==> config.mk <==
export PLATFORM = sky130hd
export DESIGN_NAME = grid_paint_ctrl
export DESIGN_NICKNAME = d
export VERILOG_FILES = /design/src/rtl/grid_paint_pkg.sv /design/src/rtl/grid_paint_ctrl_tone_gen.sv /design/src/rtl/grid_paint_ctrl.sv
export SDC_FILE = /design/constraint.sdc
export NUM_CORES = 1
export LEC_CHECK = 0
export CAP_MARGIN = 15
export CORE_MARGIN = 4
export CORE_UTILIZATION = 65
export CTS_BUF_LIST = sky130_fd_sc_hd__clkbuf_4
export DETAILED_ROUTE_END_ITERATION = 10
export DONT_BUFFER_PORTS = 1
export PLACE_DENSITY = 0.8
export SLEW_MARGIN = 25
export SYNTH_ARGS = -nofsm -noshare
export SYNTH_HDL_FRONTEND = slang
export SYNTH_HIERARCHICAL = 1
export SYNTH_SLANG_ARGS = --single-unit
==> constraint.sdc <==
create_clock -name clk -period 4.9 [get_ports clk]
set_clock_uncertainty 0.1 [all_clocks]
set_input_delay 0.98 -clock clk [delete_from_list [all_inputs] [get_ports clk]]
set_output_delay 0.98 -clock clk [all_outputs]
set_load 0.03 [all_outputs]
==> src/rtl/grid_paint_pkg.sv <==
// grid_paint_pkg: shared types and helpers for the keypad colour-grid controller.
//   state_t : controller FSM states (CLEAR is used only with GRID_PAINT_CTRL_LONG_CLEAR_EN)
//   half_w  : bit width able to hold the largest tone half-period,
//             BASE_DIV + (2**CELLS_W-1)*STEP_DIV
package grid_paint_pkg;

   typedef enum logic [2:0] {
      IDLE,
      DEBOUNCE,
      COMMIT,
      HELD,
      CLEAR
   } state_t;

   function automatic int unsigned half_w(input int unsigned base_div,
                                          input int unsigned step_div,
                                          input int unsigned cells_w);
      logic [63:0] max_half;
      max_half = 64'(base_div) + ((64'(1) << cells_w) - 64'(1)) * 64'(step_div);
      return 32'($clog2(max_half + 64'(1)));
   endfunction

endpackage

==> src/rtl/grid_paint_ctrl_tone_gen.sv <==
// tone_gen: key-dependent, time-limited square-wave tone.
//   clk, rst : clock, synchronous active-high reset
//   start    : restarts divider and duration (one pulse per committed press)
//   pos      : key index selecting half-period BASE_DIV + pos*STEP_DIV
//   pwm_out  : 50% duty tone, 0 once TONE_CYC cycles have elapsed
module tone_gen
   import grid_paint_pkg::*;
#(
   parameter int unsigned CELLS_W  = 4,
   parameter int unsigned BASE_DIV = 1000,
   parameter int unsigned STEP_DIV = 100,
   parameter int unsigned TONE_CYC = 10000000
) (
   input  logic               clk,
   input  logic               rst,
   input  logic               start,
   input  logic [CELLS_W-1:0] pos,
   output logic               pwm_out
);

   localparam int unsigned HALF_W = half_w(BASE_DIV, STEP_DIV, CELLS_W);
   localparam int unsigned DUR_W  = $clog2(TONE_CYC + 1);

   logic [HALF_W-1:0] half;
   logic [HALF_W-1:0] div_cnt;
   logic [DUR_W-1:0]  tone_cnt;
   logic              pwm_q;

   assign half = HALF_W'(BASE_DIV) + HALF_W'(pos) * HALF_W'(STEP_DIV);

   always_ff @(posedge clk) begin
      if (rst) begin
         tone_cnt <= '0;
         div_cnt  <= '0;
         pwm_q    <= 1'b0;
      end else if (start) begin
         tone_cnt <= DUR_W'(TONE_CYC);
         div_cnt  <= '0;
         pwm_q    <= 1'b0;
      end else if (tone_cnt != '0) begin
         tone_cnt <= tone_cnt - 1'b1;
         if (div_cnt == half - 1'b1) begin
            div_cnt <= '0;
            pwm_q   <= ~pwm_q;
         end else begin
            div_cnt <= div_cnt + 1'b1;
         end
      end else begin
         div_cnt <= '0;
         pwm_q   <= 1'b0;
      end
   end

   // Gate with the duration so the output drops on the very cycle it expires.
   assign pwm_out = pwm_q & (tone_cnt != '0);

endmodule

==> src/rtl/grid_paint_ctrl.sv <==
// grid_paint_ctrl: keypad-driven colour-grid controller.
//   clk, rst   : clock, synchronous active-high reset
//   key_valid  : raw key-pressed level;  key_pos : raw key index
//   rd_addr    : VGA read address;       rd_data : cell colour, 1-cycle latency, read-first
//   key_event  : one-cycle pulse per committed press; event_pos : index of last press
//   pwm_out    : tone output;            busy    : grid clear sweep in progress
// Optional macro GRID_PAINT_CTRL_LONG_CLEAR_EN: a long hold clears the whole grid.
module grid_paint_ctrl
   import grid_paint_pkg::*;
#(
   parameter int unsigned CELLS_W      = 4,
   parameter int unsigned COLOR_W      = 3,
   parameter int unsigned DEBOUNCE_CYC = 500000,
   parameter int unsigned TONE_CYC     = 10000000,
   parameter int unsigned BASE_DIV     = 1000,
   parameter int unsigned STEP_DIV     = 100,
   parameter int unsigned LONG_CYC     = 100000000
) (
   input  logic               clk,
   input  logic               rst,
   input  logic               key_valid,
   input  logic [CELLS_W-1:0] key_pos,
   input  logic [CELLS_W-1:0] rd_addr,
   output logic [COLOR_W-1:0] rd_data,
   output logic               key_event,
   output logic [CELLS_W-1:0] event_pos,
   output logic               pwm_out,
   output logic               busy
);

   localparam int unsigned CELLS = 2 ** CELLS_W;
   localparam int unsigned DEB_W = $clog2(DEBOUNCE_CYC + 1);
   localparam logic [DEB_W-1:0] DEB_LAST = DEB_W'(DEBOUNCE_CYC - 1);

   state_t             state, state_n;
   logic [CELLS_W-1:0] cand;
   logic [DEB_W-1:0]   deb_cnt;
   logic [DEB_W-1:0]   rel_cnt;
   logic [COLOR_W-1:0] cells [CELLS];

`ifdef GRID_PAINT_CTRL_LONG_CLEAR_EN
   localparam int unsigned HOLD_W = $clog2(LONG_CYC + 1);
   localparam logic [HOLD_W-1:0] HOLD_LAST = HOLD_W'(LONG_CYC - 1);
   logic [HOLD_W-1:0]  hold_cnt;
   logic [CELLS_W-1:0] clr_addr;
   assign busy = (state == CLEAR);
`else
   assign busy = 1'b0;
`endif

   always_comb begin
      state_n   = state;
      key_event = 1'b0;
      case (state)
         IDLE: begin
            if (key_valid) state_n = DEBOUNCE;
         end
         DEBOUNCE: begin
            if (!key_valid)
               state_n = IDLE;
            else if (key_pos == cand && deb_cnt == DEB_LAST)
               state_n = COMMIT;
         end
         COMMIT: begin
            key_event = 1'b1;
            state_n   = HELD;
         end
         HELD: begin
            if (!key_valid && rel_cnt == DEB_LAST)
               state_n = IDLE;
`ifdef GRID_PAINT_CTRL_LONG_CLEAR_EN
            else if (key_valid && hold_cnt == HOLD_LAST)
               state_n = CLEAR;
`endif
         end
`ifdef GRID_PAINT_CTRL_LONG_CLEAR_EN
         CLEAR: begin
            if (clr_addr == CELLS_W'(CELLS - 1)) state_n = HELD;
         end
`endif
         default: state_n = IDLE;
      endcase
   end

   always_ff @(posedge clk) begin
      if (rst) begin
         state     <= IDLE;
         cand      <= '0;
         deb_cnt   <= '0;
         rel_cnt   <= '0;
         event_pos <= '0;
         rd_data   <= '0;
         for (int unsigned i = 0; i < CELLS; i++) cells[i] <= '0;
`ifdef GRID_PAINT_CTRL_LONG_CLEAR_EN
         hold_cnt  <= '0;
         clr_addr  <= '0;
`endif
      end else begin
         state   <= state_n;
         // Non-blocking read alongside the write below gives read-first behaviour.
         rd_data <= cells[rd_addr];
         case (state)
            IDLE: begin
               if (key_valid) begin
                  cand    <= key_pos;
                  deb_cnt <= '0;
               end
            end
            DEBOUNCE: begin
               if (key_valid) begin
                  if (key_pos != cand) begin
                     cand    <= key_pos;
                     deb_cnt <= '0;
                  end else if (deb_cnt == DEB_LAST) begin
                     // Updated on entry so event_pos is valid alongside key_event.
                     event_pos <= cand;
                  end else begin
                     deb_cnt <= deb_cnt + 1'b1;
                  end
               end
            end
            COMMIT: begin
               cells[cand] <= cells[cand] + 1'b1;
               rel_cnt     <= '0;
`ifdef GRID_PAINT_CTRL_LONG_CLEAR_EN
               hold_cnt    <= '0;
`endif
            end
            HELD: begin
               rel_cnt <= key_valid ? '0 : rel_cnt + 1'b1;
`ifdef GRID_PAINT_CTRL_LONG_CLEAR_EN
               hold_cnt <= key_valid ? hold_cnt + 1'b1 : '0;
               clr_addr <= '0;
`endif
            end
`ifdef GRID_PAINT_CTRL_LONG_CLEAR_EN
            CLEAR: begin
               cells[clr_addr] <= '0;
               clr_addr        <= clr_addr + 1'b1;
               hold_cnt        <= '0;
               rel_cnt         <= '0;
            end
`endif
            default: ;
         endcase
      end
   end

   tone_gen #(
      .CELLS_W  (CELLS_W),
      .BASE_DIV (BASE_DIV),
      .STEP_DIV (STEP_DIV),
      .TONE_CYC (TONE_CYC)
   ) u_tone (
      .clk     (clk),
      .rst     (rst),
      .start   (key_event),
      .pos     (event_pos),
      .pwm_out (pwm_out)
   );

endmodule

-- Yosys cells after proc, flatten, opt, wreduce, memory -nomap -nowiden
Memories as Yosys holds them, arrays and structs flattened. A register that Yosys moved wholly into a read port is not among the register bits.
Index checks and enable logic that the tools add are counted.
- $add $sub $neg: 7
- multipliers: 1
- eq/ne operators: 14
- muxes and demuxes: 28
- bitwise logic cells: 4
- reduce and logical (&&, ||, !) cells: 16
- operator list (kind ; number):
    19-bit two-way mux ; 5
    19-bit case mux with 2 select lines ; 2
    24-bit two-way mux ; 2
    19-bit by 1-bit adder with 19-bit output, second input constant ; 2
    19-bit equality test, second input constant ; 2
    4-bit two-way mux ; 6
    24-bit nonzero test ; 1
    24-bit by 1-bit subtractor with 24-bit output, second input constant ; 1
    3-bit two-way mux ; 5
    10-bit by 11-bit adder with 12-bit output, first input constant ; 1
    12-bit by 1-bit adder with 12-bit output, second input constant ; 1
    12-bit equality test ; 1
    3-bit case mux with 4 select lines ; 1
    4-bit AND reduction ; 3
    12-bit by 1-bit subtractor with 12-bit output, second input constant ; 1
    4-bit by 5-bit multiplier with 9-bit output, second input constant ; 1
    2-bit != test, second input constant ; 4
    4-bit case mux with 2 select lines ; 1
    3-bit by 2-bit equality test with 1-bit output, second input constant ; 2
    1-bit two-way mux ; 6
    3-bit != test, second input constant ; 2
    2-bit nonzero test ; 3
    3-bit OR reduction ; 2
    4-bit equality test ; 1
    11 further kinds ; 14
- register bits: 86
- memory bits (writable): 48
- input bits: 11
- output and inout port bits: 10
- logic and storage cells: 80
- memories kept: 1
- memory list (memory ; words ; bits a word ; rd ports ; clocked after Yosys merged registers in ; wr ports ; line ; RTL):
    cells ; 16 ; 3 ; 2 ; 2 ; 16 ; grid_paint_ctrl.sv:39 ; logic [COLOR_W-1:0] cells [CELLS];

-- Logic depth before layout (Yosys ltp)
- depth in word-level cells: 6
- depth in mapped cells: 12

-- Hierarchy
Netlist, hierarchy kept.
- modules (own cells, without submodules) (module ; times used ; cells an instance ; area an instance (um^2) ; sequential area each (um^2)):
    grid_paint_ctrl ; 1 ; 510 ; 5205.0 ; 2542.4
    tone_gen ; 1 ; 250 ; 2245.9 ; 740.7

-- Worst setup path after synthesis
No wires, ideal clock.
- kind: reg2reg
- start point: reg event_pos[0]
- end point: reg u_tone.div_cnt[11]
- setup time: 125 ps
- arrival time: 3473 ps
- data required time: 4675 ps
- setup slack: 1202 ps
- stages on the path, launching flop included: 11
- buffers on the path: 1
- path through: dfxtp_1 -> ha_1 -> ha_1 -> fa_1 -> nor3_1 -> nand3_1 -> nor3_1 -> mux2_2 -> nor4_1 -> buf_2 -> nor3_1
- longest elaborated chain between the ends: 5
- RTL lines (what ; line ; RTL):
    from (decl) ; grid_paint_ctrl.sv:26 ; output logic [CELLS_W-1:0] event_pos,
    from (signal assigned) ; grid_paint_ctrl.sv:116 ; event_pos <= cand;
    4-bit by 5-bit multiplier with 9-bit output ; grid_paint_ctrl_tone_gen.sv:29 ; assign half = HALF_W'(BASE_DIV) + HALF_W'(pos) * HALF_W'(STEP_DIV);
    10-bit by 11-bit adder with 12-bit output ; grid_paint_ctrl_tone_gen.sv:29 ;
    12-bit by 1-bit subtractor with 12-bit output ; grid_paint_ctrl_tone_gen.sv:42 ; if (div_cnt == half - 1'b1) begin
    12-bit equality test ; grid_paint_ctrl_tone_gen.sv:42 ;
    4-bit OR reduction (no source line) ; - ;
    to (signal assigned) ; grid_paint_ctrl_tone_gen.sv:46 ; div_cnt <= div_cnt + 1'b1;
    to (decl) ; grid_paint_ctrl_tone_gen.sv:25 ; logic [HALF_W-1:0] div_cnt;
No other way between the ends.
A chain may end at the register's enable or synchronous reset.

-- Worst setup path after layout
- start point: reg u_tone.tone_cnt[4]
- end point: out pwm_out
- longest elaborated chain between the ends: 2
- RTL lines (what ; line ; RTL):
    from (decl) ; grid_paint_ctrl_tone_gen.sv:26 ; logic [DUR_W-1:0] tone_cnt;
    from (signal assigned) ; grid_paint_ctrl_tone_gen.sv:37 ; tone_cnt <= DUR_W'(TONE_CYC);
    from (signal assigned) ; grid_paint_ctrl_tone_gen.sv:41 ; tone_cnt <= tone_cnt - 1'b1;
    24-bit nonzero test ; grid_paint_ctrl_tone_gen.sv:55 ; assign pwm_out = pwm_q & (tone_cnt != '0);
    1-bit AND ; grid_paint_ctrl_tone_gen.sv:55 ;
    to (decl) ; grid_paint_ctrl.sv:27 ; output logic pwm_out,
No other way between the ends.

==> impl_results.md <==
* Status: complete, no violations
* Min cycle time layout at ~4 ns
* Switch share at 32.51%
* Maximum clock frequency at 0.2466 GHz
* Hold Startpoint: rst
* Nets@finish at between 700 and 800
* CTS tree: done
* First-pass DRT Iterations at 5
* DR WL/cell at 17.80 um
* Setup violators final at 0
* Routed vias/inst at between 6 and 7
* Area grow syn2layout at 5.273%
* Fillers at roughly 810
* Final count of hold timing violations at 0
* Initial DRC count at 565
* Main synth FF type: dfxtp_1
* Worst hold-check path type: input port to flop
* Register area at 3283 um^2
* Worst setup path start: u_tone/tone_cnt[4]$_SDFFE_PP0P_
* Commonest non-fill, non-tap cell in the layout: nor2_1
* DP Wirelength at 11,140 um
* Slew of the pin with the lowest slew margin at 0.8818 ns
* Initial antenna violation count at 0
* Number of port buffers at 0
* Die X at about 120 um
* Internal at 2189 uW
* Max_slew headroom at roughly 41%
* Core area at 11,030 um^2
* Sw Pwr at 1054 uW
* Vias post-DR at 5,855
* Crit end category: primary output
* Worst endpoint required time at about 3.8 ns
* Met3 WL at 944 um
* CTS buffer count at 17
* H-tree depth at 4
* Die area at roughly 13,000 um^2
* Synthesized area at between 7000 and 8000 um^2
* Peak supply drop at 0.0004607 V
* Multi-input gate area at 3924 um^2
* Clock sinks at 140
* CTS Hold Bufs at 0
* Cell area after layout at 7844 um^2
* Pins Over Slew Limit at 0
* Flop pwr share at 44.3%
* RSZ-0062 raised after global routing: false
* Post-CTS sizing at 0
* Sequential area share after synthesis at 44.06%
* Crit start category: flop
* I/O pin count at 21
* Overall routing resource usage at 25.00%
* Post-synth net total at a little under 800
* EDFF count, synth at 48
* Yosys reg bits at 140
* Rows at 38
* Setup Fix Bufs, Post-CTS at 0
* Largest net degree at the start of global routing at 40
* Clock transition at path regs at approximately 0.12 ns
* Wire length on met2 at 8042 um
* Syn_area_per_cell at 9.804 um^2
* Number of diodes at 0
* Synth warn at 6
* Logic pwr share at 27.0%
* Vias in the first global route at approximately 5,600
* WP data arrival at 2.97 ns
* First-pass GRT wire length at ~26,000 um
* Max Root-Sink Buffers at 2
* Leakage power at 0.002697 uW
* Drc violations at 0
* Clk Tree Root Cell: clkbuf_4
* Max-Cap Viols at 0
* Die height at 115.1 um
* Starting Density at 67.55%
* Yosys cell types at between 70 and 80
* RR Startpoint: event_pos[0]$_SDFFE_PP0P_
* Pre-CTS setup slack at 1.299 ns
* Synth Instances at 760
* Fraction of layout cells with a size suffix above 1 at 12.55%
* Post-route setup TNS at 0 ns
* Top cell type's share of synthesized area at 24.72%
* Crit Path Max Fanout at 7
* Most frequent cells in the layout: 105 x nor2_1, 92 x dfxtp_1, 81 x nand2_1, 48 x edfxtp_1, 34 x xnor2_1
* Metal1 wirelength at 6586 um
* DRT antenna net count at 0
* DR top layer: met4
* Gp weighted congestion at between 0.8 and 0.9
* Final worst setup slack at between 0.8 and 0.9 ns
* Worst Path Class, Setup: flop to primary output
* Clock power frac at 28.8%
* Grt ovf at 0
* Placed inst area at 7466 um^2
* Post-synth ARST share at 0%
* Dominant cell type by area after synthesis: dfxtp_1
* Post-Route WL at 15,970 um
* Cell Pwr Density at 413.5 nW/um^2
* Clk Latency, worst-skew pair at 0.54 ns
* FF-to-FF setup slack at ~1.3 ns
* Tcrit/Tclk final at around 83%
* Synth area leaders: dfxtp_1 25%, edfxtp_1 19%, mux4_2 8.8%
[critical path, stage by stage (launching register included)]
cell and delay, ns:
dfxtp_1 0.37, or4_4 0.55, or4_1 0.58, or3_1 0.60
and2_2 0.34
[final cells by class]
type / count / share of cell area (%)
Tap cell: 140 / 2.233
Clock buffer: 17 / 1.627
Multi-Input combinational cell: 566 / 50.02
Clock inverter: 15 / 3.111
Timing Repair Buffer: 5 / 0.4785
Inverter: 14 / 0.6700
Sequential cell: 140 / 41.86
[routing by layer]
layer  track usage, %  up-vias
met5                0        -
met4            9.859        0
met3            6.053       35
met2            42.40      226
met1            30.83     2825
li1                 -     2769
[path summary, 6_finish.rpt]
| path | to | cells past startpoint |
|---|---|---|
| max reg2reg | u_tone/pwm_q$_SDFFE_PP0N_ | 10 |
| min | u_tone/tone_cnt[12]$_SDFFE_PP0P_ | 1 |
| max | pwm_out | 4 |
| min reg2reg | u_tone/div_cnt[0]$_SDFF_PP0_ | 1 |
[Yosys cell counts, types with 15 or more instances]
| master | instances |
|---|---|
| o21ai_0 | 15 |
| edfxtp_1 | 48 |
| mux4_2 | 29 |
| nor3_1 | 21 |
| xnor2_1 | 34 |
| clkbuf_1 | 25 |
| a21oi_1 | 30 |
| nor2_1 | 105 |
| nand2_1 | 81 |
| a31oi_1 | 24 |
| nand3_1 | 31 |
| nand4_1 | 21 |
| xor2_1 | 19 |
| dfxtp_1 | 92 |
[power by group through the flow]
stage | Clock [uW] | Combinational [uW] | Sequential, uW
detailed placement | 0 | 858 | 1460
CTS | 946 | 867 | 1430
floorplan | 0 | 802 | 1420
global route | 999 | 959 | 1450
global placement | 0 | 830 | 1450
finish | 933 | 875 | 1440
[registers in the layout, indices dropped and copies added, names as in the netlist, named ones only]
register         flops
cells               48
u_tone/tone_cnt     24
deb_cnt             19
rel_cnt             19
u_tone/div_cnt      12
cand                 4
event_pos            4
rd_data              3
state                2
u_tone/pwm_q         1
[per-stage QoR]
step / total power (uW) / util [%] / hold WS (ns) / std cells
4_1_cts: 3246 / 71.05 / 0.3462 / 897
3_5_place_dp: 2317 / 67.68 / 0.3673 / 865
2_1_floorplan: 2221 / - / 0.3313 / 760
5_1_grt: 3408 / 71.11 / 0.3495 / 897
6_report: 3243 / 71.11 / 0.3913 / 897
3_3_place_gp: 2278 / 67.68 / 0.3529 / 865
[logic make-up after synthesis]
group / count (synthesis) / synth area share [%]
simple gates: 352 / 24.28
flops: 140 / 44.06
compound gates: 111 / 9.857
buf+inv: 54 / 3.442
xor+xnor: 53 / 6.230
mux: 34 / 9.454
fa+ha+maj: 15 / 2.620
other cells: 1 / 0.05033
(Power assumes the default switching activity.)
